--- src/rtl/pwm_regs_mc.sv ---
// rtl/pwm_regs_mc.sv - multi-channel PWM register bank with shadowed period/compare, W1C status and config lock
// Purpose: register file between a toggle-handshake SPI slave and N_CH PWM counter/compare channels.
// Ports:
//   clk, rst                  clock and synchronous active-high reset
//   wr_toggle/wr_addr/wr_data write request (one write per level change) with address and data
//   rd_addr -> rd_data        combinational register read
//   load_evt, ovf_evt         per-channel counter wrap / overflow pulses
//   counter_val               live counter values, readable through COUNTER_VAL
//   period, compare1/2        active (post-shadow) timing values per channel
//   prescale, counter_en, upnotdown, pwm_en, functions   per-channel configuration
//   soft_reset                one-cycle per-channel counter reset pulse
//   irq                       registered OR of masked sticky status
module pwm_regs_mc #(
  parameter int N_CH = 4,
  parameter int DW   = 8,
  parameter int AW   = 6
) (
  input  logic                 clk,
  input  logic                 rst,
  input  logic                 wr_toggle,
  input  logic [AW-1:0]        wr_addr,
  input  logic [DW-1:0]        wr_data,
  input  logic [AW-1:0]        rd_addr,
  output logic [DW-1:0]        rd_data,
  input  logic [N_CH-1:0]      load_evt,
  input  logic [N_CH-1:0]      ovf_evt,
  input  logic [N_CH*DW-1:0]   counter_val,
  output logic [N_CH*DW-1:0]   period,
  output logic [N_CH*DW-1:0]   compare1,
  output logic [N_CH*DW-1:0]   compare2,
  output logic [N_CH*DW-1:0]   prescale,
  output logic [N_CH-1:0]      counter_en,
  output logic [N_CH-1:0]      upnotdown,
  output logic [N_CH-1:0]      pwm_en,
  output logic [N_CH*2-1:0]    functions,
  output logic [N_CH-1:0]      soft_reset,
  output logic                 irq
);

  localparam logic [DW-1:0] KEY_LOCK   = DW'(8'h5A);
  localparam logic [DW-1:0] KEY_UNLOCK = DW'(8'hA5);
  // CTRL = {functions[1:0], pwm_en, upnotdown, counter_en}; counters count up out of reset
  localparam logic [4:0]    CTRL_RST   = 5'b00010;

  logic q1_q, q1_d, q2_q, q2_d, seen_q, seen_d;
  logic wr_fire;
  logic shadow_en_q, shadow_en_d, lock_q, lock_d;
  logic irq_q, irq_d;
  logic se_fall;
  logic [N_CH-1:0] status_q, status_d, mask_q, mask_d, soft_q, soft_d;
  logic [N_CH-1:0] force_ld, w1c;

  logic [DW-1:0] per_sh_q [N_CH];
  logic [DW-1:0] per_sh_d [N_CH];
  logic [DW-1:0] per_act_q[N_CH];
  logic [DW-1:0] per_act_d[N_CH];
  logic [DW-1:0] c1_sh_q  [N_CH];
  logic [DW-1:0] c1_sh_d  [N_CH];
  logic [DW-1:0] c1_act_q [N_CH];
  logic [DW-1:0] c1_act_d [N_CH];
  logic [DW-1:0] c2_sh_q  [N_CH];
  logic [DW-1:0] c2_sh_d  [N_CH];
  logic [DW-1:0] c2_act_q [N_CH];
  logic [DW-1:0] c2_act_d [N_CH];
  logic [DW-1:0] pre_q    [N_CH];
  logic [DW-1:0] pre_d    [N_CH];
  logic [4:0]    ctrl_q   [N_CH];
  logic [4:0]    ctrl_d   [N_CH];

  // Two-flop synchronizer on the toggle; a write fires while q2 differs from the last seen level.
  assign wr_fire = q2_q ^ seen_q;

  always_comb begin
    q1_d        = wr_toggle;
    q2_d        = q1_q;
    seen_d      = wr_fire ? q2_q : seen_q;
    shadow_en_d = shadow_en_q;
    lock_d      = lock_q;
    mask_d      = mask_q;
    force_ld    = '0;
    w1c         = '0;
    soft_d      = '0;
    se_fall     = 1'b0;
    for (int c = 0; c < N_CH; c++) begin
      per_sh_d[c]  = per_sh_q[c];
      per_act_d[c] = per_act_q[c];
      c1_sh_d[c]   = c1_sh_q[c];
      c1_act_d[c]  = c1_act_q[c];
      c2_sh_d[c]   = c2_sh_q[c];
      c2_act_d[c]  = c2_act_q[c];
      pre_d[c]     = pre_q[c];
      ctrl_d[c]    = ctrl_q[c];
    end

    if (wr_fire) begin
      if (wr_addr[AW-1:3] == '0) begin
        case (wr_addr[2:0])
          3'd0: if (!lock_q) begin
            shadow_en_d = wr_data[0];
            se_fall     = shadow_en_q & ~wr_data[0];
          end
          3'd1: begin
            if (wr_data == KEY_LOCK)        lock_d = 1'b1;
            else if (wr_data == KEY_UNLOCK) lock_d = 1'b0;
          end
          3'd2: w1c = wr_data[N_CH-1:0];
          3'd3: if (!lock_q) mask_d = wr_data[N_CH-1:0];
          3'd4: if (!lock_q) force_ld = wr_data[N_CH-1:0];
          default: ;
        endcase
      end
      for (int c = 0; c < N_CH; c++) begin
        if (wr_addr[AW-1:3] == (AW-3)'(c + 1)) begin
          case (wr_addr[2:0])
            3'd0: if (!lock_q) per_sh_d[c] = wr_data;
            3'd1: if (!lock_q) c1_sh_d[c]  = wr_data;
            3'd2: if (!lock_q) c2_sh_d[c]  = wr_data;
            3'd3: if (!lock_q) pre_d[c]    = wr_data;
            3'd4: if (!lock_q) ctrl_d[c]   = wr_data[4:0];
            3'd5: soft_d[c] = wr_data[0];
            default: ;
          endcase
        end
      end
    end

    // Set beats clear when an overflow and a W1C hit the same edge.
    status_d = (status_q & ~w1c) | ovf_evt;
    irq_d    = |(status_q & mask_q);

    // Unbuffered mode (and the edge that leaves buffered mode) passes the new shadow straight through;
    // buffered loads take the pre-edge shadow so a coincident write waits for the next load.
    for (int c = 0; c < N_CH; c++) begin
      if (!shadow_en_q || se_fall) begin
        per_act_d[c] = per_sh_d[c];
        c1_act_d[c]  = c1_sh_d[c];
        c2_act_d[c]  = c2_sh_d[c];
      end else if (load_evt[c] || force_ld[c]) begin
        per_act_d[c] = per_sh_q[c];
        c1_act_d[c]  = c1_sh_q[c];
        c2_act_d[c]  = c2_sh_q[c];
      end
    end
  end

  always_ff @(posedge clk) begin
    if (rst) begin
      // Synchronizer keeps running and seen tracks q2, so a toggle caught mid-sync is swallowed.
      q1_q        <= q1_d;
      q2_q        <= q2_d;
      seen_q      <= q2_d;
      shadow_en_q <= 1'b0;
      lock_q      <= 1'b0;
      irq_q       <= 1'b0;
      status_q    <= '0;
      mask_q      <= '0;
      soft_q      <= '0;
      for (int c = 0; c < N_CH; c++) begin
        per_sh_q[c]  <= '0;
        per_act_q[c] <= '0;
        c1_sh_q[c]   <= '0;
        c1_act_q[c]  <= '0;
        c2_sh_q[c]   <= '0;
        c2_act_q[c]  <= '0;
        pre_q[c]     <= '0;
        ctrl_q[c]    <= CTRL_RST;
      end
    end else begin
      q1_q        <= q1_d;
      q2_q        <= q2_d;
      seen_q      <= seen_d;
      shadow_en_q <= shadow_en_d;
      lock_q      <= lock_d;
      irq_q       <= irq_d;
      status_q    <= status_d;
      mask_q      <= mask_d;
      soft_q      <= soft_d;
      for (int c = 0; c < N_CH; c++) begin
        per_sh_q[c]  <= per_sh_d[c];
        per_act_q[c] <= per_act_d[c];
        c1_sh_q[c]   <= c1_sh_d[c];
        c1_act_q[c]  <= c1_act_d[c];
        c2_sh_q[c]   <= c2_sh_d[c];
        c2_act_q[c]  <= c2_act_d[c];
        pre_q[c]     <= pre_d[c];
        ctrl_q[c]    <= ctrl_d[c];
      end
    end
  end

  always_comb begin
    rd_data = '0;
    if (rd_addr[AW-1:3] == '0) begin
      case (rd_addr[2:0])
        3'd0: rd_data = DW'({lock_q, shadow_en_q});
        3'd2: rd_data = DW'(status_q);
        3'd3: rd_data = DW'(mask_q);
        3'd5: rd_data = DW'(N_CH);
        default: ;
      endcase
    end
    for (int c = 0; c < N_CH; c++) begin
      if (rd_addr[AW-1:3] == (AW-3)'(c + 1)) begin
        case (rd_addr[2:0])
          3'd0: rd_data = per_sh_q[c];
          3'd1: rd_data = c1_sh_q[c];
          3'd2: rd_data = c2_sh_q[c];
          3'd3: rd_data = pre_q[c];
          3'd4: rd_data = DW'(ctrl_q[c]);
          3'd6: rd_data = counter_val[c*DW +: DW];
          default: ;
        endcase
      end
    end
  end

  for (genvar c = 0; c < N_CH; c++) begin : g_out
    assign period[c*DW +: DW]   = per_act_q[c];
    assign compare1[c*DW +: DW] = c1_act_q[c];
    assign compare2[c*DW +: DW] = c2_act_q[c];
    assign prescale[c*DW +: DW] = pre_q[c];
    assign counter_en[c]        = ctrl_q[c][0];
    assign upnotdown[c]         = ctrl_q[c][1];
    assign pwm_en[c]            = ctrl_q[c][2];
    assign functions[c*2 +: 2]  = ctrl_q[c][4:3];
  end

  assign soft_reset = soft_q;
  assign irq        = irq_q;

endmodule

--- config.mk ---
export PLATFORM = sky130hd
export DESIGN_NAME = pwm_regs_mc
export DESIGN_NICKNAME = d
export VERILOG_FILES = /design/src/rtl/pwm_regs_mc.sv
export SDC_FILE = /design/constraint.sdc
export NUM_CORES = 1
export LEC_CHECK = 0
export BUFFER_PORTS_ARGS = -buffer_cell sky130_fd_sc_hd__buf_2
export CAP_MARGIN = 15
export CORE_MARGIN = 4
export CORE_UTILIZATION = 54
export CTS_CLUSTER_DIAMETER = 100
export CTS_CLUSTER_SIZE = 24
export DETAILED_ROUTE_END_ITERATION = 8
export PLACE_DENSITY = 0.78
export SYNTH_ARGS = -nofsm -noshare
export SYNTH_HDL_FRONTEND = slang
export SYNTH_SLANG_ARGS = --single-unit
--- constraint.sdc ---
create_clock -name clk -period 5.3 [get_ports clk]
set_input_delay 1.06 -clock clk [delete_from_list [all_inputs] [get_ports clk]]
set_output_delay 1.06 -clock clk [all_outputs]
set_load 0.1 [all_outputs]
# Word level (Yosys, flattened, before mapping)

Memories as Yosys holds them, arrays and structs flattened.
Index checks and enable logic that the tools add are counted.

Register bits: 18
Bits in latches: 0
RAM bits: 244
ROM bits: 0
Output and inout port bits: 161
Word-level logic and storage cells: 256
Memories: 8

Memories:

| name            | words | bits a word | rd ports | clocked after memory_dff | wr ports | RTL line | source |
|---|---|---|---|---|---|---|---|
| c1_act_q        | 4     | 8           | 4        | 0                        | 4        | 59       | `logic [DW-1:0] c1_act_q [N_CH];` |
| c1_sh_q         | 4     | 8           | 4        | 0                        | 4        | 57       | `logic [DW-1:0] c1_sh_q [N_CH];` |
| c2_act_q        | 4     | 8           | 4        | 0                        | 4        | 63       | `logic [DW-1:0] c2_act_q [N_CH];` |
| c2_sh_q         | 4     | 8           | 4        | 0                        | 4        | 61       | `logic [DW-1:0] c2_sh_q [N_CH];` |
| per_act_q       | 4     | 8           | 4        | 0                        | 4        | 55       | `logic [DW-1:0] per_act_q[N_CH];` |
| per_sh_q        | 4     | 8           | 4        | 0                        | 4        | 53       | `logic [DW-1:0] per_sh_q [N_CH];` |
| 2 more memories | n/a   | n/a         | n/a      | n/a                      | n/a      | n/a      |  |

$add $sub $neg: 0
Multiply operators: 0
Divide/modulo/power cells: 0
$lt $le $gt $ge: 0
Equality and inequality tests: 21
Shift operators: 0
Mux-type cells: 150
Bitwise logic cells: 45
Reductions and logical operators: 20

Operators by type and width:

| cell                 | number |
|---|---|
| $mux W8              | 104 |
| $pmux W8 S6          | 4 |
| $mux W32             | 4 |
| $mux W5              | 16 |
| $mux W4              | 8 |
| $or A1 B1 Y1         | 32 |
| $eq A3 B2 Y1 const B | 8 |
| $eq A3 B3 Y1 const B | 7 |
| $mux W20             | 1 |
| $pmux W4 S4          | 1 |
| $eq A3 B1 Y1 const B | 4 |
| $logic_not A3 Y1     | 4 |
| $mux W1              | 12 |
| $reduce_and A4 Y1    | 3 |
| $reduce_or A3 Y1     | 4 |
| $and A4 B4 Y4        | 2 |
| $eq A8 B7 Y1 const B | 1 |
| $eq A8 B8 Y1 const B | 1 |
| $not A1 Y1           | 7 |
| $logic_or A1 B1 Y1   | 5 |
| $not A4 Y4           | 1 |
| $or A4 B4 Y4         | 1 |
| $reduce_bool A2 Y1   | 2 |
| $reduce_or A4 Y1     | 1 |
| other kinds (3)      | 3 |

# Depth between registers and ports, before layout

Gate-level depths: netlist (run 1).

Depth after elaboration: 11
Depth in mapped cells: 8
Mapped depth without buffers: 5

# Least setup slack after synthesis (run 1)

OpenSTA, ideal clock, no wires.

Path kind: in2out
From: in rd_addr[1]
To: out rd_data[1]
Arrival time: 4457 ps
Path slack: -217 ps
Stages on the path: 7
Buffers on the path: 3
Cells stage by stage: clkbuf_1 -> clkbuf_1 -> buf_1 -> mux2i_1 -> nor3_1 -> nor3_1 -> o21ai_0

Word-level cells in the longest chain between the ends: 11

RTL lines:

| element                                    | RTL line | source |
|---|---|---|
| from (decl)                                | 23       | `input logic [AW-1:0] rd_addr,` |
| $eq A3 B3 Y1, or another cell as far along | 194      | `case (rd_addr[2:0])` |
| $pmux W4 S4                                | 194      |  |
| $mux W4                                    | 193      | `if (rd_addr[AW-1:3] == '0) begin` |
| $pmux W8 S6                                | 204      | `case (rd_addr[2:0])` |
| $mux W8                                    | 203      | `if (rd_addr[AW-1:3] == (AW-3)'(c + 1)) begin` |
| $pmux W8 S6                                | 204      |  |
| $mux W8                                    | 203      |  |
| $pmux W8 S6                                | 204      |  |
| $mux W8                                    | 203      |  |
| $pmux W8 S6                                | 204      |  |
| $mux W8 *                                  | 203      |  |
| to (decl)                                  | 24       | `output logic [DW-1:0] rd_data,` |

Mark *: on every way between the ends. The rest lies on a longest branch, timed or not.

# Worst setup path after layout (run 1)

From: in rd_addr[0]
To: out rd_data[3]

The elaborated chain is that of the path after synthesis.

==> results of run 1 <==
## worst paths after layout
check / end / depth (start not counted)
min: q2_q$_DFF_P_ / 0
max: rd_data[3] / 7
min reg2reg: q2_q$_DFF_P_ / 0
max reg2reg: c2_act_q[0][1]$_SDFFE_PP0P_ / 5
## Yosys cell counts (all sizes together) (2+ instances only)
cell / number
nor4: 2
clkbuf: 83
o21ai: 29
o221ai: 5
nor3: 5
a2bb2oi: 2
a211o: 4
a32oi: 3
a21oi: 93
dfxtp: 261
o22ai: 30
a31oi: 7
mux2: 19
or2: 4
inv: 6
nor4b: 4
and3: 8
a211oi: 33
nand2: 89
nor3b: 2
nor2b: 35
nor2: 175
mux4: 14
a31o: 3
nand3: 21
a22oi: 20
nand4: 2
buf: 36
nand3b: 2
nand2b: 3
mux2i: 174
nand4b: 2
a221oi: 80
## final cells by class
cell class / count / area share
Tap cell: 280 / 0.0259
Clock buffer: 17 / 0.0291
Sequential cell: 262 / 0.389
Timing Repair Buffer: 243 / 0.0963
Inverter: 6 / 0.00167
Multi-Input combinational cell: 887 / 0.458
## stage by stage
stage	instance area [sq um]	worst slack, ns
6_report	13500	0.850
5_1_grt	13500	0.742
4_1_cts	13500	0.900
3_5_place_dp	13100	0.907
3_3_place_gp	13100	0.918
2_1_floorplan	11900	0.236
## critical path: stages
cell and delay [ns]:
sky130_fd_sc_hd__buf_2 0.45, sky130_fd_sc_hd__nor2b_1 0.54, sky130_fd_sc_hd__a221oi_1 0.16, sky130_fd_sc_hd__o22ai_1 0.21, sky130_fd_sc_hd__a21oi_1 0.11, sky130_fd_sc_hd__o221ai_1 0.35, sky130_fd_sc_hd__buf_2 0.50
## layout by cell type (no fill, tap or decap), types with 4 or more instances in the layout
cell type,count
sky130_fd_sc_hd__nand3_1,21
sky130_fd_sc_hd__a211o_1,4
sky130_fd_sc_hd__buf_2,221
sky130_fd_sc_hd__and3_1,8
sky130_fd_sc_hd__o21ai_0,27
sky130_fd_sc_hd__o221ai_1,5
sky130_fd_sc_hd__mux2_2,19
sky130_fd_sc_hd__a31oi_1,4
sky130_fd_sc_hd__mux2i_1,174
sky130_fd_sc_hd__nor2b_1,35
sky130_fd_sc_hd__a221oi_1,80
sky130_fd_sc_hd__buf_4,19
sky130_fd_sc_hd__nor2_1,168
sky130_fd_sc_hd__mux4_2,14
sky130_fd_sc_hd__a211oi_2,8
sky130_fd_sc_hd__nor3_1,4
sky130_fd_sc_hd__a211oi_1,25
sky130_fd_sc_hd__a22oi_1,20
sky130_fd_sc_hd__nand2_1,89
sky130_fd_sc_hd__o22ai_1,30
sky130_fd_sc_hd__or2_2,4
sky130_fd_sc_hd__clkbuf_16,15
sky130_fd_sc_hd__dfxtp_1,261
sky130_fd_sc_hd__a21oi_1,93
sky130_fd_sc_hd__nor2_2,5
sky130_fd_sc_hd__inv_1,6
## cells by family after synthesis
family / synth area share
compound gates: 0.187
xor+xnor: 0.00210
buf+inv: 0.0428
flops: 0.441
mux: 0.190
simple gates: 0.137
## sequential cells by signal (all words and copies together), names as in the netlist
signal	count
mask_q	4
lock_q	1
ctrl_q	20
c1_act_q	32
per_sh_q	32
c2_sh_q	32
status_q	4
irq	1
shadow_en_q	1
c1_sh_q	32
q1_q	1
q2_q	1
soft_reset	4
seen_q	1
c2_act_q	32
pre_q	32
per_act_q	32
## power groups by stage
stage | Combinational, mW | Sequential, mW | Clock, mW
floorplan | 0.208 | 2.09 | 0
global placement | 0.374 | 2.04 | 0
detailed placement | 0.375 | 2.04 | 0
CTS | 0.376 | 2.00 | 1.18
global route | 0.400 | 2.00 | 1.25
finish | 0.385 | 2.00 | 1.17
## layer usage
metal / vias up / GRT usage
met2: 661 / 0.506
met3: 78 / 0.0481
met4: 0 / 0.100
met5: - / 0
met1: 5343 / 0.454
li1: 4936 / -
==> impl_results.md, run 1 <==
- Run status: complete, no violations
- Number of instances in the placed design: 1678
- Residual DRC: 0
- Number of input and output port buffers inserted: 223
- Clock-pin slew on the worst setup and hold paths: 0.09 ns
- Total vias in the final route: 11018
- Routability congestion estimate: 0.968
- Total wire length: 40800 um
- Post-synthesis instance area: 11900 sq um
- Routed length on met3: 4020 um
- Type of the worst min-delay path: reg2reg
- Fraction of the core area covered by cells at the end of the flow: 0.621
- Source-to-sink clock delay at the later pin of the worst-skew pair: 0.50 ns
- Clock period minus worst slack: 4.45 ns
- Die Y-Extent: 157 um
- Die ar.: 24500 sq um
- Setup-failing EPs final: 0
- Max-capacitance violation count: 0
- Number of pins with negative max-slew slack in the final report: 0
- Max rail drop VDD: 0.000189 V
- Post-Synthesis Cells: 1274
- Critical Path AT: 3.39 ns
- Area Growth Syn to Fin: 13.3%
- Number of levels the H-tree was split into: 1
- Die Wd: 157 um
- Area of the multi-input gates: 6180 sq um
- Number of sinks driven by the clock tree: 262
- Gate power share: 0.108
- CTS tree: yes
- Number of flops mapped to enable cells by yosys: 1
- Type of destination of the critical path: output port
- Initial Util: 0.548
- Timing-limited maximum frequency: 225 MHz
- Cell taking the most area after synthesis: sky130_fd_sc_hd__dfxtp_1
- DP HPWL: 28300 um
- Leakage power total: 5.80 nW
- Startpoint kind of the worst setup timing path: input port
- Unrepaired setup endpoints after global routing: false
- Top post-synthesis cells by area: sky130_fd_sc_hd__dfxtp_1, sky130_fd_sc_hd__mux2i_1, sky130_fd_sc_hd__a221oi_1
- DR pass1 iterations: 7
- Setup TNS: 0 ns
- Flop2flop setup slack: 1.97 ns
- Filler Cells Inserted: 1874
- Post-CTS setup buffers: 0
- Final Power: 3.55 mW
- Internal power consumption: 2.60 mW
- Worst Hold Margin: 0.365 ns
- Avg WL per Cell: 24.1 um
- DRC marker count from the first detailed-route iteration: 1247
- Share of synthesized flip-flops with an asynchronous set or reset: 0
- Count of hold buffers inserted by post-cts repair: 0
- Worst rel slew slack: 0.282
- Reg area: 5260 sq um
- Count of state elements after synthesis: 262
- Number of distinct standard cells referenced by the synthesized netlist: 62
- Synth Warn #: 0
- Routed metal-1 wirelength: 16900 um
- Sum of overflow across all layers after global routing: 0
- NumNets Final: 1477
- Antenna violation net count after detailed routing: 0
- Switching share of power: 0.267
- Number of global-route vias before repair: 10381
- Num CTS Buffers: 14
- Initial antenna violation count: 0
- Area share of the largest cell type after synthesis: 0.438
- Global-route wire length before repair: 61700 um
- Fraction of power consumed by the clock network: 0.329
- Timing startpoint of the critical path: rd_addr[0]
- Deepest clock path buffer count: 3
- Core Area: 21800 sq um
- Diode count: 0
- Final cell count without fillers: 1695
- Synthesized Nets: 1337
- Boundary Pins: 224
- Setup skew after layout: 0.0158 ns
- Highest signal layer in the routed design: met4
- Overall global routing resource usage: 0.320
- Buffer cell driving the clock tree root: sky130_fd_sc_hd__clkbuf_16
- Crit Path Class: in2out
- Number of hold-slack violations in the final timing report: 0
- Post-route fraction of the period consumed by the critical path: 0.840
- Critical path data required time: 4.24 ns
- Fraction of layout cells with a size suffix above 1: 0.228
- Routed via count divided by cell count: 6.50
- Pin count of the biggest net entering global routing: 114
- Transition time at the pin with the least slew margin: 1.06 ns
- Sequential group share of total power: 0.562
- Source of the worst hold timing path: q1_q$_DFF_P_
- Routed length on met2: 18700 um
- Power per cell area: 263 nW/um^2
- Num rows: 54
- Sequential share of the synthesized area: 0.441
- Count of instances resized after the clock tree is built: 0
- Worst Path Max Fanout: 22
- Start of the worst register-to-register path: seen_q$_DFFE_PP_
- Total net switching power: 0.947 mW
- Average footprint of a synthesized cell: 9.36 sq um
- Primary FF master, synth: sky130_fd_sc_hd__dfxtp_1
Power figures use the tool's default switching activity.
==> run 2: changes to the inputs <==
--- a/config.mk
+++ b/config.mk
@@ -8,11 +8,11 @@
 export BUFFER_PORTS_ARGS = -buffer_cell sky130_fd_sc_hd__buf_2
 export CAP_MARGIN = 15
 export CORE_MARGIN = 4
-export CORE_UTILIZATION = 54
+export CORE_UTILIZATION = 50
 export CTS_CLUSTER_DIAMETER = 100
 export CTS_CLUSTER_SIZE = 24
 export DETAILED_ROUTE_END_ITERATION = 8
-export PLACE_DENSITY = 0.78
+export PLACE_DENSITY = 0.76
 export SYNTH_ARGS = -nofsm -noshare
 export SYNTH_HDL_FRONTEND = slang
 export SYNTH_SLANG_ARGS = --single-unit
==> constraint.sdc (replaced) <==
create_clock -name clk -period 4 [get_ports clk]
set_input_delay 0.8 -clock clk [delete_from_list [all_inputs] [get_ports clk]]
set_output_delay 0.8 -clock clk [all_outputs]
set_load 0.1 [all_outputs]
==> run 2 against run 1 <==
Register-to-register slack worse by 0.80 ns. Clock skew fell by 0.0011 ns. Final area up 2.2%. Power is 34% higher. Clock power up 33%. Die area rose by 7.6%. Largest cell class unchanged.
==> impl_results.md, run 2 (same netlist as run 1, synthesis figures left out) <==
- Routed via count divided by cell count: 6.36 (-2.2%)
- Flop2flop setup slack: 1.17 ns (-0.80 ns)
- Startpoint kind of the worst setup timing path: input port
- Final cell count without fillers: 1747 (+3.1%)
- Setup-failing EPs final: 0 (unchanged)
- Area Growth Syn to Fin: 15.8%
- Number of input and output port buffers inserted: 223 (unchanged)
- Die Wd: 162 um (+3.7%)
- Count of hold buffers inserted by post-cts repair: 0 (unchanged)
- Die ar.: 26400 sq um (+7.6%)
- Max rail drop VDD: 0.000288 V (+52%)
- Critical path data required time: 3.20 ns (-1.04 ns)
- Power per cell area: 344 nW/um^2 (+31%)
- Delay-heaviest family, CP: compound AO/OA/AOI/OAI gates
- Timing-limited maximum frequency: 275 MHz
- Num CTS Buffers: 14 (unchanged)
- DP HPWL: 29200 um (+3.2%)
- Fraction of layout cells with a size suffix above 1: 0.238 (+0.00946)
- DR pass1 iterations: 5 (-2)
- Number of pins with negative max-slew slack in the final report: 0 (unchanged)
- Commonest non-fill, non-tap cell in the layout: sky130_fd_sc_hd__dfxtp_1
- Unrepaired setup endpoints after global routing: false
- Buffer cell driving the clock tree root: sky130_fd_sc_hd__clkbuf_16
- Capture endpoint of the worst hold path: q2_q$_DFF_P_
- Leakage power total: 5.89 nW (+1.5%)
- Crit Path Class: in2out
- Area of the multi-input gates: 6220 sq um (+0.51%)
- NumNets Final: 1488 (+0.74%)
- CTS tree: yes
- Number of sinks driven by the clock tree: 262 (unchanged)
- Sum of overflow across all layers after global routing: 0 (unchanged)
- Start of the worst register-to-register path: seen_q$_DFFE_PP_
- Worst hold path depth: 0 (unchanged)
- R2r endpoint: per_act_q[0][22]$_SDFFE_PP0P_
- Core Area: 23500 sq um (+7.9%)
- Routability congestion estimate: 0.980 (+1.3%)
- DRC marker count from the first detailed-route iteration: 1572 (+26%)
- Antenna violation net count after detailed routing: 0 (unchanged)
- Number of global-route vias before repair: 10277 (-1.0%)
- Type of destination of the critical path: output port
- Total vias in the final route: 11107 (+0.81%)
- Number of instances in the placed design: 1728 (+3.0%)
- Highest-delay cell along the critical path: sky130_fd_sc_hd__nor2b_1
- Critical Path AT: 2.84 ns (-0.55 ns)
- Num rows: 56 (+3.7%)
- Die Y-Extent: 162 um (+3.7%)
- Buffering stage count on the worst path with inverters included: 2 (unchanged)
- Filler Cells Inserted: 2060 (+9.9%)
- Setup skew after layout: 0.0147 ns (-0.00114 ns)
- Global-route wire length before repair: 62500 um (+1.3%)
- Worst Path Max Fanout: 23 (+4.5%)
- Reg2reg path depth: 6 (+1)
- Boundary Pins: 224 (unchanged)
- Deepest clock path buffer count: 3 (unchanged)
- Top library cells by usage in the layout, fill and taps aside: sky130_fd_sc_hd__dfxtp_1, sky130_fd_sc_hd__buf_2, sky130_fd_sc_hd__mux2i_1, sky130_fd_sc_hd__nor2_1, sky130_fd_sc_hd__a21oi_1
- Ordered list of cells on the worst path: buf_2 -> nor2b_1 -> a221oi_1 -> o22ai_1 -> a21oi_1 -> o221ai_2 -> buf_12
- Count of instances resized after the clock tree is built: 0 (unchanged)
- Post-CTS setup buffers: 0 (unchanged)
- Type of the worst min-delay path: reg2reg
- Pin count of the biggest net entering global routing: 85 (-25%)
- Initial Util: 0.508 (-0.0401)
- Initial antenna violation count: 2 (+2)
- Worst rel slew slack: 0.328 (+0.0463)
- Transition time at the pin with the least slew margin: 0.994 ns (-0.0685 ns)
- Highest cell delay on the worst timing path: 0.52 ns (-0.02 ns)
- Overall global routing resource usage: 0.303 (-0.0170)
- Total wire length: 41600 um (+1.8%)
- Avg WL per Cell: 23.8 um (-1.2%)
- Number of levels the H-tree was split into: 1 (unchanged)
- Residual DRC: 0 (unchanged)
- Clock period minus worst slack: 3.64 ns
- Clock-pin slew on the worst setup and hold paths: 0.10 ns (about the same)
- Reg area: 5260 sq um (unchanged)
- Number of hold-slack violations in the final timing report: 0 (unchanged)
- Run status: complete, no violations
- Max-capacitance violation count: 0 (unchanged)
- Source-to-sink clock delay at the later pin of the worst-skew pair: 0.50 ns (about the same)
- Source of the worst hold timing path: q1_q$_DFF_P_
- Setup TNS: 0 ns (unchanged)
- Post-route fraction of the period consumed by the critical path: 0.910
-- run 2: power breakdown --
group / leakage [nW] / internal, mW / switching [mW]
Combinational: 3.58 / 0.144 / 0.393
Sequential: 2.12 / 2.63 / 0.0186
Clock: 0.193 / 0.698 / 0.864
-- run 2: final cells by class --
class,instances,area share
multi-input combinational,887,0.450
sequential,262,0.381
timing repair buffer,254,0.110
tap,319,0.0289
clock buffer,17,0.0285
inverter,6,0.00163
antenna,2,0.000363
-- run 2: how the worst max path moves through the flow --
stage	from	endpoint	slack (ns)	cells past startpoint
floorplan	rd_addr[1]	rd_data[1]	-0.24	7
global placement	rd_addr[0]	rd_data[3]	0.47	7
detailed placement	rd_addr[0]	rd_data[2]	0.45	7
CTS	rd_addr[0]	rd_data[3]	0.44	6
global route	rd_addr[0]	rd_data[3]	0.29	7
finish	rd_addr[0]	rd_data[3]	0.36	7
-- run 2: routing by layer --
metal	global-route usage	vias up	share of wire
li1	-	4969	-
met1	0.428	5359	0.41
met2	0.469	677	0.45
met3	0.0549	102	0.10
met4	0.107	0	0.043
met5	0	-	0
-- run 2: metrics by stage --
stage                     worst slack, ns   util  hold WS (ns)  power (mW)  area [sq um]
after floorplan                    -0.241      -         0.326        3.05         12000
after global placement              0.467  0.571         0.336        3.23         13400
after detailed placement            0.448  0.571         0.344        3.23         13400
after CTS                           0.442  0.588         0.360        4.74         13800
after global routing                0.286  0.588         0.364        4.86         13800
final                               0.359  0.588         0.359        4.75         13800
-- run 2: worst reg2reg max path, delay by kind of cell (launching register included) --
family                 cells  cell delay [ns]
buffers and inverters      1             0.57
flip-flops                 1             0.46
XOR/XNOR                   1             0.41
AND/OR/NAND/NOR            1             0.39
AO/OA/AOI/OAI              3             0.90
==> run 3: changes to the inputs <==
--- a/config.mk
+++ b/config.mk
@@ -13,6 +13,7 @@
 export CTS_CLUSTER_SIZE = 24
 export DETAILED_ROUTE_END_ITERATION = 8
 export PLACE_DENSITY = 0.76
+export RECOVER_POWER = 50
 export SYNTH_ARGS = -nofsm -noshare
 export SYNTH_HDL_FRONTEND = slang
 export SYNTH_SLANG_ARGS = --single-unit
==> run 3 against run 2 <==
The flow now finishes with violations (max-capacitance violations, max-slew violations). Die area did not move. Global-route usage unchanged. Maximum frequency up 0.46%. Final area down 1.4%. Sequential share of layout area grew 0.56 points. Critical path depth stayed put. Final cell count unchanged. Largest power group unchanged.
==> impl_results.md, run 3 (same netlist as run 1, synthesis figures left out) <==
- Run status: complete, but fails checks
- Violations in the final reports: max-capacitance violations, max-slew violations
- Routability congestion estimate: 0.980 (unchanged)
- Die ar.: 26400 sq um (unchanged)
- Critical Path AT: 2.82 ns (-0.02 ns)
- Switching share of power: 0.268 (about the same)
- Type of the worst min-delay path: reg2reg
- Critical path data required time: 3.20 ns (about the same)
- Unrepaired setup endpoints after global routing: false
- Source-to-sink clock delay at the later pin of the worst-skew pair: 0.50 ns (about the same)
- Highest-delay cell along the critical path: sky130_fd_sc_hd__nor2b_1
- Number of instances in the placed design: 1728 (unchanged)
- Number of levels the H-tree was split into: 1 (unchanged)
- Num CTS Buffers: 14 (unchanged)
- Antenna violation net count after detailed routing: 0 (unchanged)
- Leakage power total: 5.23 nW (-11%)
- Final Power: 4.74 mW (-0.13%)
- Number of global-route vias before repair: 10277 (unchanged)
- Max-capacitance violation count: 1 (+1)
- Transition time at the pin with the least slew margin: 2.68 ns (+1.69 ns)
- Count of instances resized after the clock tree is built: 0 (unchanged)
- Sequential group share of total power: 0.559 (about the same)
- Area Growth Syn to Fin: 14.1%
- Total wire length: 41600 um (about the same)
- Die Wd: 162 um (unchanged)
- Total net switching power: 1.27 mW (-0.23%)
- Number of input and output port buffers inserted: 223 (unchanged)
- Fraction of layout cells with a size suffix above 1: 0.130 (-0.108)
- Count of hold buffers inserted by post-cts repair: 0 (unchanged)
- DR pass1 iterations: 6 (+1)
- Initial Util: 0.508 (unchanged)
- Delay-heaviest family, CP: compound AO/OA/AOI/OAI gates
- Setup skew after layout: 0.0116 ns (-0.00306 ns)
- Max rail drop VDD: 0.000265 V (-8.1%)
- Fraction of power consumed by the clock network: 0.329 (about the same)
- Commonest non-fill, non-tap cell in the layout: sky130_fd_sc_hd__dfxtp_1
- Overall global routing resource usage: 0.303 (unchanged)
- Type of destination of the critical path: output port
- Pin count of the biggest net entering global routing: 85 (unchanged)
- Buffering stage count on the worst path with inverters included: 2 (unchanged)
- Clock-pin slew on the worst setup and hold paths: 0.10 ns (about the same)
- Worst Path Max Fanout: 23 (unchanged)
- Global-route wire length before repair: 62500 um (unchanged)
- Crit Path Class: in2out
- DRC marker count from the first detailed-route iteration: 1548 (-1.5%)
- Startpoint kind of the worst setup timing path: input port
- Initial antenna violation count: 2 (unchanged)
- DP HPWL: 29200 um (unchanged)
- Post-CTS setup buffers: 0 (unchanged)
- Power per cell area: 348 nW/um^2 (+1.3%)
- Setup-failing EPs final: 0 (unchanged)
- Standard cell area after detailed placement: 13400 sq um (unchanged)
- Die Y-Extent: 162 um (unchanged)
- Total vias in the final route: 11095 (-0.11%)
- Num rows: 56 (unchanged)
- Top library cells by usage in the layout, fill and taps aside: sky130_fd_sc_hd__dfxtp_1, sky130_fd_sc_hd__mux2i_1, sky130_fd_sc_hd__nor2_1, sky130_fd_sc_hd__clkbuf_1, sky130_fd_sc_hd__a21oi_1
- Highest cell delay on the worst timing path: 0.52 ns (about the same)
- Post-route fraction of the period consumed by the critical path: 0.906 (-0.00413)
- Sum of overflow across all layers after global routing: 0 (unchanged)
- Internal power consumption: 3.47 mW (about the same)
- Deepest clock path buffer count: 3 (unchanged)
- CTS tree: yes
- Residual DRC: 0 (unchanged)
- Core Area: 23500 sq um (unchanged)
- Routed via count divided by cell count: 6.35 (-0.11%)
- Avg WL per Cell: 23.8 um (about the same)
- Timing-limited maximum frequency: 276 MHz (+0.46%)
- Buffer cell driving the clock tree root: sky130_fd_sc_hd__clkbuf_16
- Cell area after layout: 13600 sq um (-1.4%)
- Final cell count without fillers: 1747 (unchanged)
- Gate power share: 0.112 (about the same)
- Clock period minus worst slack: 3.62 ns (-0.0165 ns)
- Number of sinks driven by the clock tree: 262 (unchanged)
- Boundary Pins: 224 (unchanged)
- NumNets Final: 1488 (unchanged)
- Ordered list of cells on the worst path: buf_2 -> nor2b_1 -> a221oi_1 -> o22ai_1 -> a21oi_1 -> o221ai_2 -> buf_12
- Number of hold-slack violations in the final timing report: 0 (unchanged)
- Worst rel slew slack: -0.790 (-1.12)
- Number of pins with negative max-slew slack in the final report: 67 (+67)
[run 3: cell types whose count changed in the layout (fill, tap and decap cells not counted)]
cell                            previous run  this run
sky130_fd_sc_hd__clkbuf_1                  1       154
sky130_fd_sc_hd__buf_6                     1         0
sky130_fd_sc_hd__buf_2                   213        60
sky130_fd_sc_hd__clkbuf_2                  0         2
sky130_fd_sc_hd__buf_4                    29        27
sky130_fd_sc_hd__dlygate4sd2_1             0         1
[run 3: final timing paths]
path,cells after the start,slack [ns],end,start
max,7,0.38,rd_data[3],rd_addr[0]
min,0,0.36,q2_q$_DFF_P_,q1_q$_DFF_P_
min reg2reg,0,0.36,q2_q$_DFF_P_,q1_q$_DFF_P_
max reg2reg,6,1.18,c1_act_q[0][20]$_SDFFE_PP0P_,seen_q$_DFFE_PP_
[run 3: power groups by stage]
stage | clock network, mW | registers, mW | logic [mW]
2_1_floorplan | 0 | 2.77 | 0.279
3_3_place_gp | 0 | 2.71 | 0.520
3_5_place_dp | 0 | 2.71 | 0.523
4_1_cts | 1.56 | 2.65 | 0.525
5_1_grt | 1.65 | 2.65 | 0.554
6_report | 1.56 | 2.65 | 0.533
[run 3: cell type report]
cell class	count	area [sq um]
Antenna cell	2	5.00
Clock buffer	17	393
Fill cell	2141	9870
Inverter	6	22.5
Multi-Input combinational cell	887	6220
Sequential cell	262	5260
Tap cell	319	399
Timing Repair Buffer	254	1320
[run 3: stage by stage]
stage / util / hold WS, ns / setup WS [ns] / setup TNS, ns
after floorplan: - / 0.326 / -0.241 / -0.241
after global placement: 0.571 / 0.336 / 0.467 / 0
after detailed placement: 0.571 / 0.344 / 0.448 / 0
after CTS: 0.588 / 0.360 / 0.442 / 0
after global routing: 0.580 / 0.364 / 0.271 / 0
final: 0.580 / 0.360 / 0.375 / 0
[run 3: metal layers]
| metal | track usage | routed length, um | vias to the layer above |
|---|---|---|---|
| li1 | - | - | 4968 |
| met1 | 0.428 | 16600 | 5282 |
| met2 | 0.469 | 18600 | 742 |
| met3 | 0.0549 | 4670 | 103 |
| met4 | 0.107 | 1710 | 0 |
| met5 | 0 | 0 | - |
